### src/rtl/fetch_stage_if.sv
// Fetch stage bus bundle: instruction-memory request/response, execute
// redirect, and the valid/ready path into decode.
// master = fetch_stage side, slave = surrounding datapath / memory side.
interface fetch_stage_if;
    logic        imem_req;
    logic [31:0] imem_addr;
    logic        imem_rvalid;
    logic [31:0] imem_rdata;
    logic        redirect_valid;
    logic [31:0] redirect_pc;
    logic        instr_valid;
    logic        instr_ready;
    logic [31:0] instr;
    logic [6:0]  opcode;
    logic [31:0] pc;
    logic        fetch_fault;

    modport master (
        output imem_req, imem_addr,
        input  imem_rvalid, imem_rdata,
        input  redirect_valid, redirect_pc,
        output instr_valid,
        input  instr_ready,
        output instr, opcode, pc, fetch_fault
    );

    modport slave (
        input  imem_req, imem_addr,
        output imem_rvalid, imem_rdata,
        output redirect_valid, redirect_pc,
        input  instr_valid,
        output instr_ready,
        input  instr, opcode, pc, fetch_fault
    );
endinterface

### src/rtl/fetch_stage.sv
// RV32I instruction fetch stage. Single outstanding imem request, one
// instruction held for decode at a time, PC redirects from execute.
// Optional macro FETCH_MISALIGN_TRAP_EN: a redirect to a non-word-aligned
// target parks the stage in FAULT until reset; without it the low two
// target bits are simply cleared.
module fetch_stage #(
    parameter logic [31:0] RESET_PC = 32'h0000_0000,
    parameter logic [31:0] PC_STEP  = 32'd4
) (
    input  logic          clk,
    input  logic          rst_n,
    fetch_stage_if.master bus
);

`ifdef FETCH_MISALIGN_TRAP_EN
    typedef enum logic [1:0] {IDLE, REQ, HOLD, FAULT} state_t;
`else
    typedef enum logic [1:0] {IDLE, REQ, HOLD} state_t;
`endif

    state_t      state, state_nxt;
    logic [31:0] pc_q;
    logic [31:0] req_addr;
    logic [31:0] req_next;
    logic        flush_pending;
    logic [31:0] instr_q;

    logic        redir_go;
    logic [31:0] redir_tgt;

`ifdef FETCH_MISALIGN_TRAP_EN
    logic        redir_bad;
    assign redir_bad = bus.redirect_valid && (bus.redirect_pc[1:0] != 2'b00);
    assign redir_go  = bus.redirect_valid && !redir_bad;
    assign redir_tgt = bus.redirect_pc;
`else
    assign redir_go  = bus.redirect_valid;
    assign redir_tgt = {bus.redirect_pc[31:2], 2'b00};
`endif

    // State register
    always_ff @(posedge clk or negedge rst_n) begin
        if (!rst_n) state <= IDLE;
        else        state <= state_nxt;
    end

    // Next-state: redirect outranks everything, a response only advances
    // to HOLD when it is neither stale nor overtaken by a same-cycle redirect
    always_comb begin
        state_nxt = state;
        case (state)
            IDLE: state_nxt = REQ;
            REQ:  if (bus.imem_rvalid && !flush_pending && !bus.redirect_valid)
                      state_nxt = HOLD;
            HOLD: if (bus.redirect_valid || bus.instr_ready)
                      state_nxt = REQ;
            default: state_nxt = state;
        endcase
`ifdef FETCH_MISALIGN_TRAP_EN
        if (redir_bad) state_nxt = FAULT;
        if (state == FAULT) state_nxt = FAULT;
`endif
    end

    // Datapath: request address, pending-flush bookkeeping, held instruction
    always_ff @(posedge clk or negedge rst_n) begin
        if (!rst_n) begin
            pc_q          <= RESET_PC;
            req_addr      <= RESET_PC;
            req_next      <= RESET_PC;
            flush_pending <= 1'b0;
            instr_q       <= 32'h0;
        end
`ifdef FETCH_MISALIGN_TRAP_EN
        else if (redir_bad && state != FAULT) begin
            pc_q          <= bus.redirect_pc;
            flush_pending <= 1'b0;
        end
`endif
        else begin
            case (state)
                IDLE: if (redir_go) req_addr <= redir_tgt;
                REQ: begin
                    if (redir_go) begin
                        // Address must stay stable until the response lands,
                        // so a redirect without rvalid is parked in req_next.
                        if (bus.imem_rvalid) begin
                            req_addr      <= redir_tgt;
                            flush_pending <= 1'b0;
                        end else begin
                            req_next      <= redir_tgt;
                            flush_pending <= 1'b1;
                        end
                    end else if (bus.imem_rvalid) begin
                        if (flush_pending) begin
                            req_addr      <= req_next;
                            flush_pending <= 1'b0;
                        end else begin
                            instr_q <= bus.imem_rdata;
                            pc_q    <= req_addr;
                        end
                    end
                end
                HOLD: begin
                    if (redir_go)             req_addr <= redir_tgt;
                    else if (bus.instr_ready) req_addr <= pc_q + PC_STEP;
                end
                default: ;
            endcase
        end
    end

    // Outputs decoded from state
    always_comb begin
        bus.imem_req    = (state == REQ);
        bus.imem_addr   = req_addr;
        bus.instr_valid = (state == HOLD);
        bus.instr       = instr_q;
        bus.opcode      = instr_q[6:0];
        bus.pc          = pc_q;
`ifdef FETCH_MISALIGN_TRAP_EN
        bus.fetch_fault = (state == FAULT);
`else
        bus.fetch_fault = 1'b0;
`endif
    end

endmodule
### src/flat_wrapper.sv
// flat-port wrapper written by rule: the top's interface ports become plain ports
module fetch_stage_flat 
#(
    parameter logic [31:0] RESET_PC = 32'h0000_0000,
    parameter logic [31:0] PC_STEP  = 32'd4
)
  (clk, rst_n, bus_imem_req, bus_imem_addr, bus_imem_rvalid, bus_imem_rdata, bus_redirect_valid, bus_redirect_pc, bus_instr_valid, bus_instr_ready, bus_instr, bus_opcode, bus_pc, bus_fetch_fault);
  fetch_stage_if bus_i ();
  input  logic clk;
  input  logic rst_n;
  output wire logic [$bits(bus_i.imem_req)-1:0] bus_imem_req;
  output wire logic [$bits(bus_i.imem_addr)-1:0] bus_imem_addr;
  input wire logic [$bits(bus_i.imem_rvalid)-1:0] bus_imem_rvalid;
  input wire logic [$bits(bus_i.imem_rdata)-1:0] bus_imem_rdata;
  input wire logic [$bits(bus_i.redirect_valid)-1:0] bus_redirect_valid;
  input wire logic [$bits(bus_i.redirect_pc)-1:0] bus_redirect_pc;
  output wire logic [$bits(bus_i.instr_valid)-1:0] bus_instr_valid;
  input wire logic [$bits(bus_i.instr_ready)-1:0] bus_instr_ready;
  output wire logic [$bits(bus_i.instr)-1:0] bus_instr;
  output wire logic [$bits(bus_i.opcode)-1:0] bus_opcode;
  output wire logic [$bits(bus_i.pc)-1:0] bus_pc;
  output wire logic [$bits(bus_i.fetch_fault)-1:0] bus_fetch_fault;
  assign bus_imem_req = bus_i.imem_req;
  assign bus_imem_addr = bus_i.imem_addr;
  assign bus_i.imem_rvalid = bus_imem_rvalid;
  assign bus_i.imem_rdata = bus_imem_rdata;
  assign bus_i.redirect_valid = bus_redirect_valid;
  assign bus_i.redirect_pc = bus_redirect_pc;
  assign bus_instr_valid = bus_i.instr_valid;
  assign bus_i.instr_ready = bus_instr_ready;
  assign bus_instr = bus_i.instr;
  assign bus_opcode = bus_i.opcode;
  assign bus_pc = bus_i.pc;
  assign bus_fetch_fault = bus_i.fetch_fault;
  fetch_stage #(.RESET_PC(RESET_PC), .PC_STEP(PC_STEP)) u_core (.clk(clk), .rst_n(rst_n), .bus(bus_i));
endmodule
### config.mk
export PLATFORM = sky130hd
export DESIGN_NAME = fetch_stage_flat
export DESIGN_NICKNAME = d
export VERILOG_FILES = /design/src/rtl/fetch_stage_if.sv /design/src/rtl/fetch_stage.sv /design/src/flat_wrapper.sv
export SDC_FILE = /design/constraint.sdc
export NUM_CORES = 1
export LEC_CHECK = 0
export ABC_CLOCK_PERIOD_IN_PS = 4260
export CAP_MARGIN = 20
export CORE_MARGIN = 1
export CORE_UTILIZATION = 45
export DETAILED_ROUTE_END_ITERATION = 8
export GPL_TIMING_DRIVEN = 0
export PLACE_DENSITY = 0.76
export SLEW_MARGIN = 10
export SYNTH_ARGS = -nofsm -noshare
export SYNTH_HDL_FRONTEND = slang
export SYNTH_SLANG_ARGS = --single-unit
### constraint.sdc
create_clock -name clk -period 4.26 [get_ports clk]
set_input_delay 0.852 -clock clk [delete_from_list [all_inputs] [get_ports clk]]
set_output_delay 0.852 -clock clk [all_outputs]
set_load 0.02 [all_outputs]
# Word-level counts from Yosys, hierarchy flattened
# Index checks and enable logic that the tools add are counted.
# totals
register_bits	129
input_bits	69
elab_cells	45
out_inout_bits	106
# op_classes
n_reduce_logical	13
n_bitwise	3
eq_ne	8
addsub	1
n_mux	14
# op_table
op	count
$mux 32	7
$pmux 32 s3	1
$add 32x3->32 const B	1
$ne 2x1->1 const B	3
$pmux 2 s3	1
$reduce_and 3->1	2
$reduce_and 5->1	1
$mux 2	2
$reduce_and 4->1	1
$mux 1	3
$ne 3x1->1 const B	1
$ne 3x2->1 const B	1
$not 1->1	3
$reduce_bool 3->1	1
$eq 2x1->1 const B	1
$eq 2x2->1 const B	1
$logic_and 1x1->1	2
$logic_not 1->1	2
$logic_not 2->1	1
$ne 2x2->1 const B	1
$reduce_and 2->1	1
$reduce_bool 2->1	1
$logic_or 1x1->1	1

# Depth between registers and ports, before layout
# Gate-level depths: netlist (run 1).
# logic_depth
ltp_word	5
mapped_depth	10
mapped_depth_nobuf	7

# Least setup slack after synthesis (run 1)
# OpenSTA, ideal clock, no wires.
# synth_timing
path_type	input to register
start	input port bus_redirect_valid
end	register u_core.instr_q[30], in the netlist u_core.bus.instr[30]
required_ns	4.135
setup_slack_ns	1.815
setup_time_ns	0.125
t_arrival_ns	2.320
stages	7
path_buffers	4
path_cell_list	buf_2 nor2_1 and3_1 clkbuf_1 clkbuf_1 buf_2 mux2_2
# synth_between
elab_chain_cells	2
# synth_lines
item	line_no	rtl
from (decl)	flat_wrapper.sv:15	input wire logic [$bits(bus_i.redirect_valid)-1:0] bus_redirect_valid;
$not 1->1 (no line)	n/a	
$reduce_and 4->1 (no line)	n/a	
to (signal assigned)	fetch_stage.sv:99	instr_q <= bus.imem_rdata;
to (decl)	fetch_stage.sv:26	logic [31:0] instr_q;
# Every way passes these cells.
# A chain may end at the register's enable or synchronous reset.

# Worst setup path in the final report (run 1)
# layout_timing
start	input port bus_redirect_valid
end	register u_core.pc_q[13], in the netlist u_core.bus.pc[13]
# layout_between
elab_chain_cells	2
# layout_lines
item	line_no	rtl
$not 1->1 (no line)	n/a	
$reduce_and 4->1 (no line)	n/a	
to (signal assigned)	fetch_stage.sv:100	pc_q <= req_addr;
to (decl)	fetch_stage.sv:22	logic [31:0] pc_q;
# Every way passes these cells.

==> flow_metrics.py, run 1 <==
metrics = {
    "sta": {
        "period_needed_ns": 3.05,
        "grt_setup_unrepaired": "false",
        "skew_ns": 0.00847,
        "slew_viol_final": 0,
        "final.setup.tns_ns": 0,
        "period_share_pct": 71.7,
        "tightest_slew_ns": 0.738,
        "fmax_mhz": 328,
        "maxSlewHeadroom_pct": 50.8,
        "hold_viol": 0,
        "finalSetupViolCount": 0,
    },
    "global_routing": {
        "globalRouteOverflowTotal": 0,
        "grt_start_max_net_pins": 72,
        "grt_pass1_wl_um": 29100,
        "grt_pass1_vias": 5570,
        "grt_antenna_before_repair": 0,
        "grt_usage_pct": 26.2,
    },
    "clocking": {
        "path_clk_slew_ns": 0.05,
        "cts_tree": "yes",
        "clk_path_buf_depth": 2,
        "cts_setup_buffers": 0,
        "cts_root_buffer": "clkbuf_16",
        "cts_htree_levels": 4,
        "cts-resized-gates": 0,
        "cts_buffers": 17,
        "cts.sinks": 129,
        "clk_latency_ns": 0.42,
        "hold_buffers": 0,
    },
    "layout": {
        "diodes": 0,
        "regArea_um2": 3230,
        "final.fill_count": 1089,
        "drive_above_1_share_pct": 18.3,
        "final_cell_mix": "170 x clkdlybuf4s50_1, 129 x dfrtp_1, 90 x mux2_2",
        "final_common_cell": "clkdlybuf4s50_1",
        "multi_input_area_um2": 2860,
        "area_growth_pct": 39.8,
        "fin_area_um2": 8880,
        "fin_nets": 841,
    },
    "synthesis": {
        "yosysSeqAreaShare_pct": 50.8,
        "ys_warn_count": 0,
        "synth-seq-cells": 129,
        "synth_edf_count": 0,
        "synth_fp_nets": 650,
        "postSynthAreaPerCell_um2": 11.0,
        "syn-cell-area_um2": 6350,
        "synth-main-ff-cell": "dfrtp_1",
        "synth_cell_types": 57,
        "synthCells": 576,
        "synthArstFlopShare_pct": 100,
    },
    "critical_path": {
        "crit_chain": "clkdlybuf4s50_1 > buf_2 > nor2_1 > and3_1 > clkbuf_1 > clkbuf_1 > buf_2 > mux2_2",
        "path_max_fanout": 10,
        "max_stage_delay_ns": 0.57,
        "worstPathRequired_ns": 4.56,
        "slowest_stage": "clkbuf_1",
        "worstSetupEndpointType": "flop",
        "worst_ep_arrival_time_ns": 3.35,
        "reg2reg_depth": 10,
        "crit_path_start_kind": "primary input",
        "path_class": "in2reg",
    },
    "floorplanning": {
        "row_count": 43,
        "die_w_um": 121,
        "start_util_pct": 46.0,
        "die-area_um2": 14600,
        "die_y_um": 121,
        "design.core.area_um2": 13800,
        "io_pins": 175,
    },
    "routing": {
        "drc": 0,
        "vias_per_cell": 5.72,
        "wl_um": 18300,
        "ant_nets": 0,
        "drtIter0Drc": 406,
        "wl_per_cell_um": 19.0,
        "first_pass_iters": 4,
        "vias": 5493,
    },
    "placement": {
        "gp_congestion": 0.943,
        "place_hpwl_um": 13100,
        "port_buffers": 171,
        "place_area_um2": 8320,
    },
    "power_and_ir_drop": {
        "finalPower_w": 0.00728,
        "power.leakage_nw": 3.58,
        "irDropWorstVdd_mv": 0.423,
        "p_per_area_nw_per_um2": 819,
    },
    "flow_run": {
        "maxCapViolCount": 0,
    },
    "worst_hold_path": {
        "hp-class": "in2async",
    },
    "status": {
        "status": "finished, final reports clean",
    },
}
## critical path: cells and delay by family
family	cells	cell delay, ns
buffers and inverters	5	1.79
and+or+nand+nor	2	0.32
muxes	1	0.38
## stage by stage
stage | utilization (%) | instances | setup slack, ns | hold WS [ns]
after floorplan | - | 576 | 1.82 | 0.450
after global placement | 60.0 | 927 | -2.62 | 0.468
after detailed placement | 60.2 | 928 | 0.756 | 0.480
after CTS | 64.2 | 960 | 1.18 | 0.420
after global routing | 64.2 | 960 | 1.02 | 0.439
final | 64.2 | 960 | 1.21 | 0.401
## cell families after synthesis
group,synth area share [%]
buffers and inverters,4.12
DFF,50.8
muxes,17.7
other,0.0590
adders and majority gates,0.985
AOI/OAI and AO/OA,11.0
xor gates and xnor gates,2.07
and+or+nand+nor,13.3
## Yosys cell counts, drive strengths merged, types with 2 or more instances
cell type,instances,area share [%]
dfrtp,129,51
ha,5,0.98
nor2,33,1.9
o32ai,3,0.41
o21ai,27,2.1
a22o,5,0.69
mux2i,11,1.7
o21a,2,0.24
a31oi,3,0.30
a221oi,13,1.8
buf,25,2.2
or4,3,0.41
nand2,49,2.9
or2,2,0.20
xnor2,12,1.7
and3,2,0.20
o211ai,6,0.71
xor2,3,0.41
o311ai,5,0.69
nor2b,4,0.39
o31ai,4,0.47
nand4,14,1.5
clkbuf,21,1.3
and4,3,0.41
nand2b,5,0.49
nand3,17,1.3
nor4,13,1.3
nor3,10,0.79
nand3b,2,0.24
mux2,90,16
and2,7,0.69
a22oi,9,1.1
inv,11,0.65
a21oi,11,0.87
## registers in the layout, summed over array words and instances, names as in the netlist
signal and count:
u_core.bus.imem_addr 32, u_core.bus.instr 32, u_core.bus.pc 32, u_core.flush_pending 1, u_core.req_next 30, u_core.state 2
## layer usage
| layer | part of all wire [%] | GRT usage [%] | up-vias |
|---|---|---|---|
| li1 | - | - | 2479 |
| met5 | 0 | 0 | - |
| met2 | 49 | 43.0 | 242 |
| met4 | 2.0 | 9.10 | 0 |
| met1 | 41 | 33.7 | 2741 |
| met3 | 7.9 | 6.46 | 31 |
## where the power goes
group          switching [W]  leakage [nW]  total [W]  internal (W)
sequential          0.000542          1.55    0.00237       0.00182
combinational        0.00183          1.75    0.00353       0.00170
clock               0.000535         0.278    0.00138      0.000849
## path summary, 6_finish.rpt
| path | from | slack (ns) | endpoint |
|---|---|---|---|
| min in group clk | u_core.req_next[30]$_DFFE_PN0P_ | 0.50 | u_core.req_next[30]$_DFFE_PN0P_ |
| worst min-delay path | rst_n | 0.40 | u_core.bus.pc[16]$_DFFE_PN0P_ |
| worst max-delay path | bus_redirect_valid | 1.21 | u_core.bus.pc[13]$_DFFE_PN0P_ |
| max in group asynchronous | rst_n | 3.13 | u_core.bus.instr[20]$_DFFE_PN0P_ |
| worst max register to register | u_core.state[0]$_DFFE_PN0P_ | 1.43 | u_core.bus.imem_addr[27]$_DFFE_PN0P_ |
| worst min register to register | u_core.req_next[30]$_DFFE_PN0P_ | 0.50 | u_core.req_next[30]$_DFFE_PN0P_ |
## final cells by class
| cell class | count | area share [%] |
|---|---|---|
| multi-input cells | 390 | 32.2 |
| flip-flops and latches | 129 | 36.3 |
| clock buffers | 24 | 5.42 |
| inverters | 11 | 0.465 |
| plain buffers | 46 | 2.48 |
| repair buffers | 172 | 19.6 |
| well taps | 180 | 2.54 |
| clock inverters | 8 | 0.902 |
(Power assumes the default switching activity.)
==> run 2, diff against run 1 <==
- ABC_CLOCK_PERIOD_IN_PS: 4260 -> 2700
- CORE_UTILIZATION: 45 -> 44
- PLACE_DENSITY: 0.76 -> 0.77
- clock period: 4.26 -> 2.7 ns (I/O delays scaled with it)
==> flow_metrics.py, run 2 (same netlist as run 1, synthesis figures left out) <==
metrics = {
    "sta": {
        "period_needed_ns": 2.52,
        "tightest_slew_ns": 0.721,
        "finalSetupViolCount": 0,
        "maxSlewHeadroom_pct": 51.9,
        "skew_ns": 0.00601,
        "finalWorstSetupSlack_ns": 0.183,
        "fmax_mhz": 397,
        "hold_viol": 0,
        "grt_setup_unrepaired": "true",
        "slew_viol_final": 0,
        "period_share_pct": 93.2,
    },
    "floorplanning": {
        "die_w_um": 122,
        "design.core.area_um2": 14000,
        "die-area_um2": 14900,
        "row_count": 43,
        "start_util_pct": 45.4,
        "io_pins": 175,
        "die_y_um": 122,
    },
    "clocking": {
        "cts_tree": "yes",
        "clk_latency_ns": 0.42,
        "cts_htree_levels": 4,
        "path_clk_slew_ns": 0.06,
        "cts-resized-gates": 2,
        "cts.sinks": 129,
        "cts_root_buffer": "clkbuf_16",
        "cts_buffers": 17,
        "hold_buffers": 0,
        "clk_path_buf_depth": 2,
        "cts_setup_buffers": 0,
    },
    "worst_hold_path": {
        "hp-class": "in2async",
    },
    "routing": {
        "ant_nets": 0,
        "vias_per_cell": 5.74,
        "wl_per_cell_um": 19.4,
        "drc": 0,
        "wl_um": 18600,
        "drtIter0Drc": 414,
        "vias": 5515,
        "first_pass_iters": 5,
    },
    "placement": {
        "place_ws_ns": -0.502,
        "port_buffers": 171,
        "gp_congestion": 0.900,
        "place_hpwl_um": 13400,
    },
    "global_routing": {
        "grt_pass1_vias": 5642,
        "grt_start_max_net_pins": 69,
        "globalRouteOverflowTotal": 0,
        "grt_usage_pct": 25.9,
        "grt_pass1_wl_um": 29000,
        "grt_antenna_before_repair": 0,
    },
    "power_and_ir_drop": {
        "finalPower_w": 0.0118,
        "pwr-share-clk_pct": 20.8,
        "pwr-share-seq_pct": 31.9,
        "power.leakage_nw": 3.62,
        "p_per_area_nw_per_um2": 1310,
        "power_frac_comb_pct": 47.4,
        "switching_share_pct": 39.0,
        "switchingPower_w": 0.00460,
        "p_int_w": 0.00719,
        "irDropWorstVdd_mv": 0.771,
    },
    "critical_path": {
        "path_max_fanout": 10,
        "path_class": "reg2reg",
        "worst_ep_arrival_time_ns": 2.85,
        "crit_path_start_kind": "flop",
        "worstPathRequired_ns": 3.03,
        "worstSetupEndpointType": "flop",
    },
    "layout": {
        "final.fill_count": 1134,
        "drive_above_1_share_pct": 19.4,
        "diodes": 0,
        "area_growth_pct": 41.2,
        "fin_nets": 841,
        "final_common_cell": "clkdlybuf4s50_1",
        "final_cell_mix": "170 x clkdlybuf4s50_1, 129 x dfrtp_1, 90 x mux2_2",
    },
    "status": {
        "status": "finished, final reports clean",
    },
    "flow_run": {
        "maxCapViolCount": 0,
    },
}
run 2: changes by cell type in the layout (fill, tap and decap cells not counted), sizes merged:
cell and change:
clkbuf -1, bufinv +3, clkinv -4, clkinvlp +2
run 2: worst max-delay path, stage by stage, from the launching register on:
cell and delay, ns:
dfrtp_1 0.41, inv_1 0.10, ha_1 0.18, buf_2 0.24, or3b_2 0.51, nand2_1 0.16
or3_1 0.13, clkbuf_1 0.19, buf_2 0.28, nand2_1 0.08, a32oi_1 0.16
run 2: power by group through the flow:
stage	sequential [W]	combinational (W)	clock, W
after floorplan	0.00436	0.00239	0
after global placement	0.00369	0.00541	0
after detailed placement	0.00375	0.00553	0
after CTS	0.00374	0.00558	0.00248
after global routing	0.00387	0.00597	0.00256
final	0.00375	0.00558	0.00245
run 2: through the flow:
| step | TNS (ns) | utilization (%) | area [µm²] | hold slack, ns | instances |
|---|---|---|---|---|---|
| final | 0 | 64.1 | 8970 | 0.102 | 960 |
| after global routing | -0.00751 | 64.1 | 8970 | 0.142 | 960 |
| after CTS | 0 | 64.0 | 8950 | 0.123 | 960 |
| after detailed placement | -18.66 | 59.5 | 8320 | 0.493 | 928 |
| after global placement | -518.82 | 59.3 | 8290 | 0.469 | 927 |
| after floorplan | 0 | - | 6350 | 0.244 | 576 |
run 2: metal layers:
metal | GRT usage, % | vias to the layer above | routed length, µm
met5 | 0 | - | 0
met4 | 10.7 | 0 | 391
met3 | 8.47 | 28 | 1670
met2 | 42.7 | 271 | 9030
met1 | 31.0 | 2738 | 7500
li1 | - | 2478 | -
run 2: final cells by class:
type	count	area (µm²)	area share (%)
buffer	46	233	2.59
inverter	11	41.3	0.460
multi-input combinational	390	2870	32.0
sequential	129	3230	36.0
clock inverter	9	154	1.72
clock buffer	23	478	5.33
tap	180	225	2.51
timing repair buffer	172	1740	19.4
run 2: path summary, 6_finish.rpt:
path                       depth (start not counted)                                    to  slack [ns]                             start
min                                                1  u_core.bus.imem_addr[16]$_DFFE_PN0P_        0.10                             rst_n
max reg2reg                                       10  u_core.bus.imem_addr[27]$_DFFE_PN0P_        0.18       u_core.state[0]$_DFFE_PN0P_
min reg2reg                                        1      u_core.bus.instr[18]$_DFFE_PN0P_        0.51  u_core.bus.instr[18]$_DFFE_PN0P_
min in group clk                                   1      u_core.bus.instr[18]$_DFFE_PN0P_        0.51  u_core.bus.instr[18]$_DFFE_PN0P_
max in group asynchronous                          2       u_core.bus.instr[4]$_DFFE_PN0P_        1.87                             rst_n
max                                               10  u_core.bus.imem_addr[27]$_DFFE_PN0P_        0.18       u_core.state[0]$_DFFE_PN0P_
==> run 3, diff against run 2 <==
- SKIP_LAST_GASP: default -> 1
==> results of run 3 <==
The final DEF is identical to that of run 2; final timing and power are the same.
